<file path="config.mk">
export PLATFORM = sky130hd
export DESIGN_NAME = fetch_sequencer
export DESIGN_NICKNAME = d
export VERILOG_FILES = /design/src/rtl/cpu_pkg.sv /design/src/rtl/pc_counter.sv /design/src/rtl/fetch_sequencer.sv
export SDC_FILE = /design/constraint.sdc
export NUM_CORES = 1
export LEC_CHECK = 0
export BUFFER_PORTS_ARGS = -buffer_cell sky130_fd_sc_hd__buf_2
export CAP_MARGIN = 20
export CORE_MARGIN = 4
export CORE_UTILIZATION = 48
export DETAILED_ROUTE_END_ITERATION = 12
export PLACE_DENSITY = 0.85
export SLEW_MARGIN = 5
export SYNTH_ARGS = -nofsm -noshare
export SYNTH_HDL_FRONTEND = slang
export SYNTH_SLANG_ARGS = --single-unit
</file>
<file path="constraint.sdc">
create_clock -name clk -period 4.27 [get_ports clk]
set_input_delay 0.854 -clock clk [delete_from_list [all_inputs] [get_ports clk]]
set_output_delay 0.854 -clock clk [all_outputs]
set_load 0.02 [all_outputs]
</file>
<file path="src/rtl/cpu_pkg.sv">
// Shared definitions for the 4-bit CPU: datapath widths, opcode map and
// the layout of the microcode decoder address.
package cpu_pkg;

    localparam int PC_WIDTH      = 12;
    localparam int INSTR_WIDTH   = 8;
    localparam int OPCODE_WIDTH  = 4;
    localparam int OPERAND_WIDTH = 4;

    // Instruction set, encoded in instr[7:4]
    typedef enum logic [OPCODE_WIDTH-1:0] {
        OP_JC    = 4'd0,
        OP_JNC   = 4'd1,
        OP_CMPI  = 4'd2,
        OP_CMPM  = 4'd3,
        OP_LIT   = 4'd4,
        OP_IN    = 4'd5,
        OP_LD    = 4'd6,
        OP_ST    = 4'd7,
        OP_JZ    = 4'd8,
        OP_JNZ   = 4'd9,
        OP_ADDI  = 4'd10,
        OP_ADDM  = 4'd11,
        OP_JMP   = 4'd12,
        OP_OUT   = 4'd13,
        OP_NANDI = 4'd14,
        OP_NANDM = 4'd15
    } opcode_t;

    // Instruction phase: every instruction is one fetch edge plus one execute edge
    typedef enum logic {
        PH_FETCH = 1'b0,
        PH_EXEC  = 1'b1
    } phase_t;

    // Decoder address layout: {opcode, C, Z, phase}
    localparam int ADDR_WIDTH     = 7;
    localparam int ADDR_PHASE_BIT = 0;
    localparam int ADDR_Z_BIT     = 1;
    localparam int ADDR_C_BIT     = 2;
    localparam int ADDR_OP_LSB    = 3;
    localparam int ADDR_OP_MSB    = 6;

    function automatic logic [ADDR_WIDTH-1:0] make_address(
        input logic [OPCODE_WIDTH-1:0] op,
        input logic                    c,
        input logic                    z,
        input logic                    ph
    );
        logic [ADDR_WIDTH-1:0] a;
        a                           = '0;
        a[ADDR_OP_MSB:ADDR_OP_LSB]  = op;
        a[ADDR_C_BIT]               = c;
        a[ADDR_Z_BIT]               = z;
        a[ADDR_PHASE_BIT]           = ph;
        return a;
    endfunction

endpackage

</file>
<file path="src/rtl/pc_counter.sv">
// Program counter: load has priority over increment, otherwise hold.
// Increment wraps naturally modulo 2^WIDTH.
module pc_counter #(
    parameter int WIDTH = 12
) (
    input  logic             clk,
    input  logic             reset,
    input  logic             en,
    input  logic             load,
    input  logic             inc,
    input  logic [WIDTH-1:0] load_value,
    output logic [WIDTH-1:0] count
);

    // PC register with synchronous reset taking priority over enable
    always_ff @(posedge clk) begin
        // NOTE: sequential state uses non-blocking assignments so every
        // register samples the pre-edge values of the others.
        if (reset) begin
            count <= '0;
        end else if (en) begin
            if (load) begin
                count <= load_value;
            end else if (inc) begin
                count <= count + 1'b1;
            end
        end
    end

endmodule

</file>
<file path="src/rtl/fetch_sequencer.sv">
// Fetch/execute sequencer feeding the microcode decoder ROM: holds the PC,
// phase flip-flop, fetch register and C/Z flags, and presents the decoder
// address {opcode, C, Z, phase}. All outputs are purely registered.
module fetch_sequencer #(
    parameter int PC_WIDTH    = cpu_pkg::PC_WIDTH,
    parameter int INSTR_WIDTH = cpu_pkg::INSTR_WIDTH
) (
    input  logic                   clk,
    input  logic                   reset,
    input  logic                   en,
    input  logic [INSTR_WIDTH-1:0] rom_data,
    input  logic [PC_WIDTH-1:0]    pc_load_value,
    input  logic                   incPC,
    input  logic                   loadPC,
    input  logic                   loadFlags,
    input  logic                   alu_c,
    input  logic                   alu_z,
    output logic [PC_WIDTH-1:0]    pc,
    output logic [INSTR_WIDTH-1:0] instr,
    output logic [3:0]             operand,
    output logic                   phase,
    output logic                   flag_c,
    output logic                   flag_z,
    output logic [6:0]             address
);

    import cpu_pkg::*;

    phase_t                 phase_q;
    phase_t                 phase_d;
    logic [INSTR_WIDTH-1:0] instr_q;
    logic                   flag_c_q;
    logic                   flag_z_q;

    pc_counter #(
        .WIDTH (PC_WIDTH)
    ) u_pc_counter (
        .clk        (clk),
        .reset      (reset),
        .en         (en),
        .load       (loadPC),
        .inc        (incPC),
        .load_value (pc_load_value),
        .count      (pc)
    );

    // Phase state register
    always_ff @(posedge clk) begin
        if (reset) begin
            phase_q <= PH_FETCH;
        end else begin
            phase_q <= phase_d;
        end
    end

    // Phase next state: toggle on every enabled edge
    always_comb begin
        // NOTE: default assignment first so no path leaves phase_d
        // unassigned, which would otherwise infer a latch.
        phase_d = phase_q;
        if (en) begin
            phase_d = (phase_q == PH_FETCH) ? PH_EXEC : PH_FETCH;
        end
    end

    // Fetch register: capture the ROM word only on the fetch edge
    always_ff @(posedge clk) begin
        if (reset) begin
            instr_q <= '0;
        end else if (en && (phase_q == PH_FETCH)) begin
            instr_q <= rom_data;
        end
    end

    // Flags register: latch ALU flags on request, in either phase
    always_ff @(posedge clk) begin
        if (reset) begin
            flag_c_q <= 1'b0;
            flag_z_q <= 1'b0;
        end else if (en && loadFlags) begin
            flag_c_q <= alu_c;
            flag_z_q <= alu_z;
        end
    end

    assign instr   = instr_q;
    assign operand = instr_q[OPERAND_WIDTH-1:0];
    assign phase   = phase_q;
    assign flag_c  = flag_c_q;
    assign flag_z  = flag_z_q;
    assign address = make_address(instr_q[INSTR_WIDTH-1 -: OPCODE_WIDTH],
                                  flag_c_q, flag_z_q, phase_q);

endmodule

</file>
==> out/qor.csv <==
stage;metric;value;unit
synth;synth.avg_cell_area;7.69;um2
synth;ys_warn_count;0;
synth;ys_types;35;
clock_tree;worstSkewPairLatency;330;ps
worst_setup_path;cp_slowest_cell;o21ai_1;
floorplan;initial_core_util;0.524;
pwr;switchingPower;0.000146;W
global_routing;antenna_found_initial;0;
synth;synthMostInstantiatedCell;nand2_1;
clock_tree;cts_resized;0;
synth;ys_seq_elements;23;
floorplan;die_x;58.3;um
drt;num_vias;1337;
floorplan;core;2320;um2
final_layout;final_cells;231;
synth;syn_area;1210;um2
clock_tree;root_buffer;clkbuf_4;
pwr;p_leak;0.667;nW
sta;max_freq;0.495;GHz
synth;synth_top_area_share;0.379;
synth;synth_ff_type;dfxtp_1;
pwr;switching_share;0.328;
worst_setup_path;setup.worst_path.class;primary input to register;
floorplan;pin_count;62;
placement;io_buffers;61;
sta;tightest_slew;720;ps
global_routing;grt_usage;0.191;
drt;drt_wl_total;3.21;mm
worst_setup_path;r2r_start;u_pc_counter.count[1];
clock_tree;cts_tree;done;
synth;synth_cells;158;
global_routing;first_global_vias;1142;
drt;drt_pre_antenna_iters;4;
synth;syn_nets;187;
clock_tree;cts_hold_buf;0;
worst_setup_path;cpPeakStageDelay;650;ps
synth;synth_edf_count;0;
drt;wl_per_cell;13.9;um
final_layout;fin_nets;233;
pwr;power_density;305;nW/um2
sta;finClkSkew;15.1;ps
clock_tree;cts.reportedPaths.clkPinSlew;140;ps
run;cap_viol_max_count;0;
drt;viasPerCell;5.79;
clock_tree;htreeDepth;1;
status;status;finished clean;
sta;setup_slack;2250;ps
sta;layout_min_cycle_time;2020;ps
global_routing;grt-ovfl-total;0;
worst_setup_path;path_depth;4;
pwr;seq_power_share;0.543;
placement;dp_hpwl;2.36;mm
worst_setup_path;cp-start-kind;primary input;
global_routing;grt_pass1_wl;5.09;mm
worst_setup_path;worstPathCellList;buf_2 -> o21ai_1 -> nor2_1 -> a32o_1;
sta;finalCritPeriodShare;0.474;
placement;dp_slack;1920;ps
worst_setup_path;rrSetupSlack;2590;ps
pwr;p_int;0.000300;W
synth;yosys-top-cells-area;dfxtp_1, nand2_1, a21oi_1;
worst_setup_path;path_max_fanout;32;
placement;dp_cells;227;
worst_setup_path;end_kind;register;
floorplan;die-area;3400;um2
sta;maxSlewViolCount;0;
synth;async_flop_share;0;
clock_tree;postCtsSetupRepairBufs;0;
sta;rsz0062_at_grt;no;
worst_setup_path;r2r_end;u_pc_counter.count[10];
worst_setup_path;ff2ff_path_depth;5;
clock_tree;cts_max_path_buffers;2;
worst_setup_path;cp.required;4490;ps
worst_setup_path;startpoint;loadPC;
placement;gp_congestion;0.905;
global_routing;grt_max_degree;33;
clock_tree;clock_sinks;23;
floorplan;die_y;58.3;um
sta;setup_viol;0;
pwr;power.share.clock;0.237;
clock_tree;cts_buffers;3;
synth;yosysTopAreaCell;dfxtp_1;
synth;seq_area_frac_synth;0.379;
drt;drtIter0Drc;47;
final_layout;diodes;0;
worst_setup_path;crit_buf_inv;1;
sta;final_hold_viol_count;0;
synth;yosys-top-cells-count;nand2_1, dfxtp_1, a21oi_1, nor2_1, buf_4;
sta;relSlewSlack;0.517;
worst_setup_path;endpoint;u_pc_counter.count[11];
drt;postRouteAntennaNets;0;
floorplan;placementRows;17;
final_layout;final_layout_size_suffix_gt1_frac;0.350;
drt;route.detailed.drc;0;
sta;tns;0;ps
worst_setup_path;arrival;2240;ps
worst_hold_path;min_path_type;register to register;
final_layout;syn_to_final_growth;20.4;%
worst_setup_path;critical_path.top_delay_family;compound AO/OA/AOI/OAI gates;
pwr;ir_drop;0.206;mV
pwr;combPwrFrac;0.220;
sta;hold_slack;477;ps
## metal layers
metal,part of all wire,up-vias,global-route usage
li1,-,643,-
met1,0.39,584,0.246
met2,0.46,99,0.306
met3,0.12,11,0.0351
met4,0.023,0,0.0960
met5,0,-,0
## state kept, by name, indices dropped and copies added (netlist names)
| register | count |
|---|---|
| u_pc_counter.count | 12 |
| phase | 1 |
| flag_z | 1 |
| flag_c | 1 |
| instr | 8 |
## through the flow
step,util,cell area (um2),power [W]
2_1_floorplan,-,1210,0.000313
3_3_place_gp,0.618,1430,0.000340
3_5_place_dp,0.618,1430,0.000344
4_1_cts,0.631,1460,0.000448
5_1_grt,0.631,1460,0.000471
6_report,0.631,1460,0.000446
## kinds of logic (layout without fill, tap and decap cells)
logic type      after synthesis  in the layout  synth area share
fa+ha+maj                     1              1            0.0103
mux                           2              2            0.0175
buf+inv                      22             67             0.107
compound gates               44             44             0.235
simple gates                 66             66             0.251
flops                        23             23             0.379
## worst min-delay path by stage
stage                         from        to  slack [ps]  cells past startpoint
final                     instr[3]  instr[3]         480                      2
after floorplan             flag_c    flag_c         540                      2
after global routing      instr[2]  instr[2]         500                      2
after global placement    instr[3]  instr[3]         450                      2
after CTS                 instr[7]  instr[7]         480                      2
after detailed placement  instr[1]  instr[1]         460                      2
## layout make-up
type | count | area (um2)
fill | 212 | 856
multi-input combinational | 113 | 624
sequential | 23 | 460
timing repair buffer | 61 | 305
tap | 28 | 35.0
clock buffer | 3 | 22.5
clock inverter | 1 | 7.51
inverter | 2 | 7.51
## cells in the final DEF (no fill, tap or decap), drive strengths merged, types with 2 or more instances in the layout
| cell type | synthesis | layout |
|---|---|---|
| inv | 2 | 2 |
| o41ai | 2 | 2 |
| a32o | 4 | 4 |
| a31oi | 4 | 4 |
| a21oi | 17 | 17 |
| nor2 | 12 | 12 |
| clkbuf | 4 | 3 |
| nand4 | 4 | 4 |
| buf | 16 | 61 |
| o21ai | 7 | 7 |
| dfxtp | 23 | 23 |
| nand2 | 32 | 32 |
| nor3 | 4 | 4 |
| a22o | 2 | 2 |
| nand2b | 3 | 3 |
| nand3 | 7 | 7 |
| o21a | 2 | 2 |
## power groups by stage
stage	logic [W]	clock network, W	registers [W]
after global routing	0.000107	0.000120	0.000244
after floorplan	0.0000547	0	0.000259
after CTS	0.0000983	0.000108	0.000242
final	0.0000982	0.000106	0.000242
after global placement	0.0000955	0	0.000244
after detailed placement	0.0000980	0	0.000246
## worst register-to-register path, stage by stage (launching register included)
cell and delay, ps:
dfxtp_1 520, ha_1 310, nand4_1 170, nor2_1 250, nand2_1 80, a32o_1 260
(Power assumes the default switching activity.)
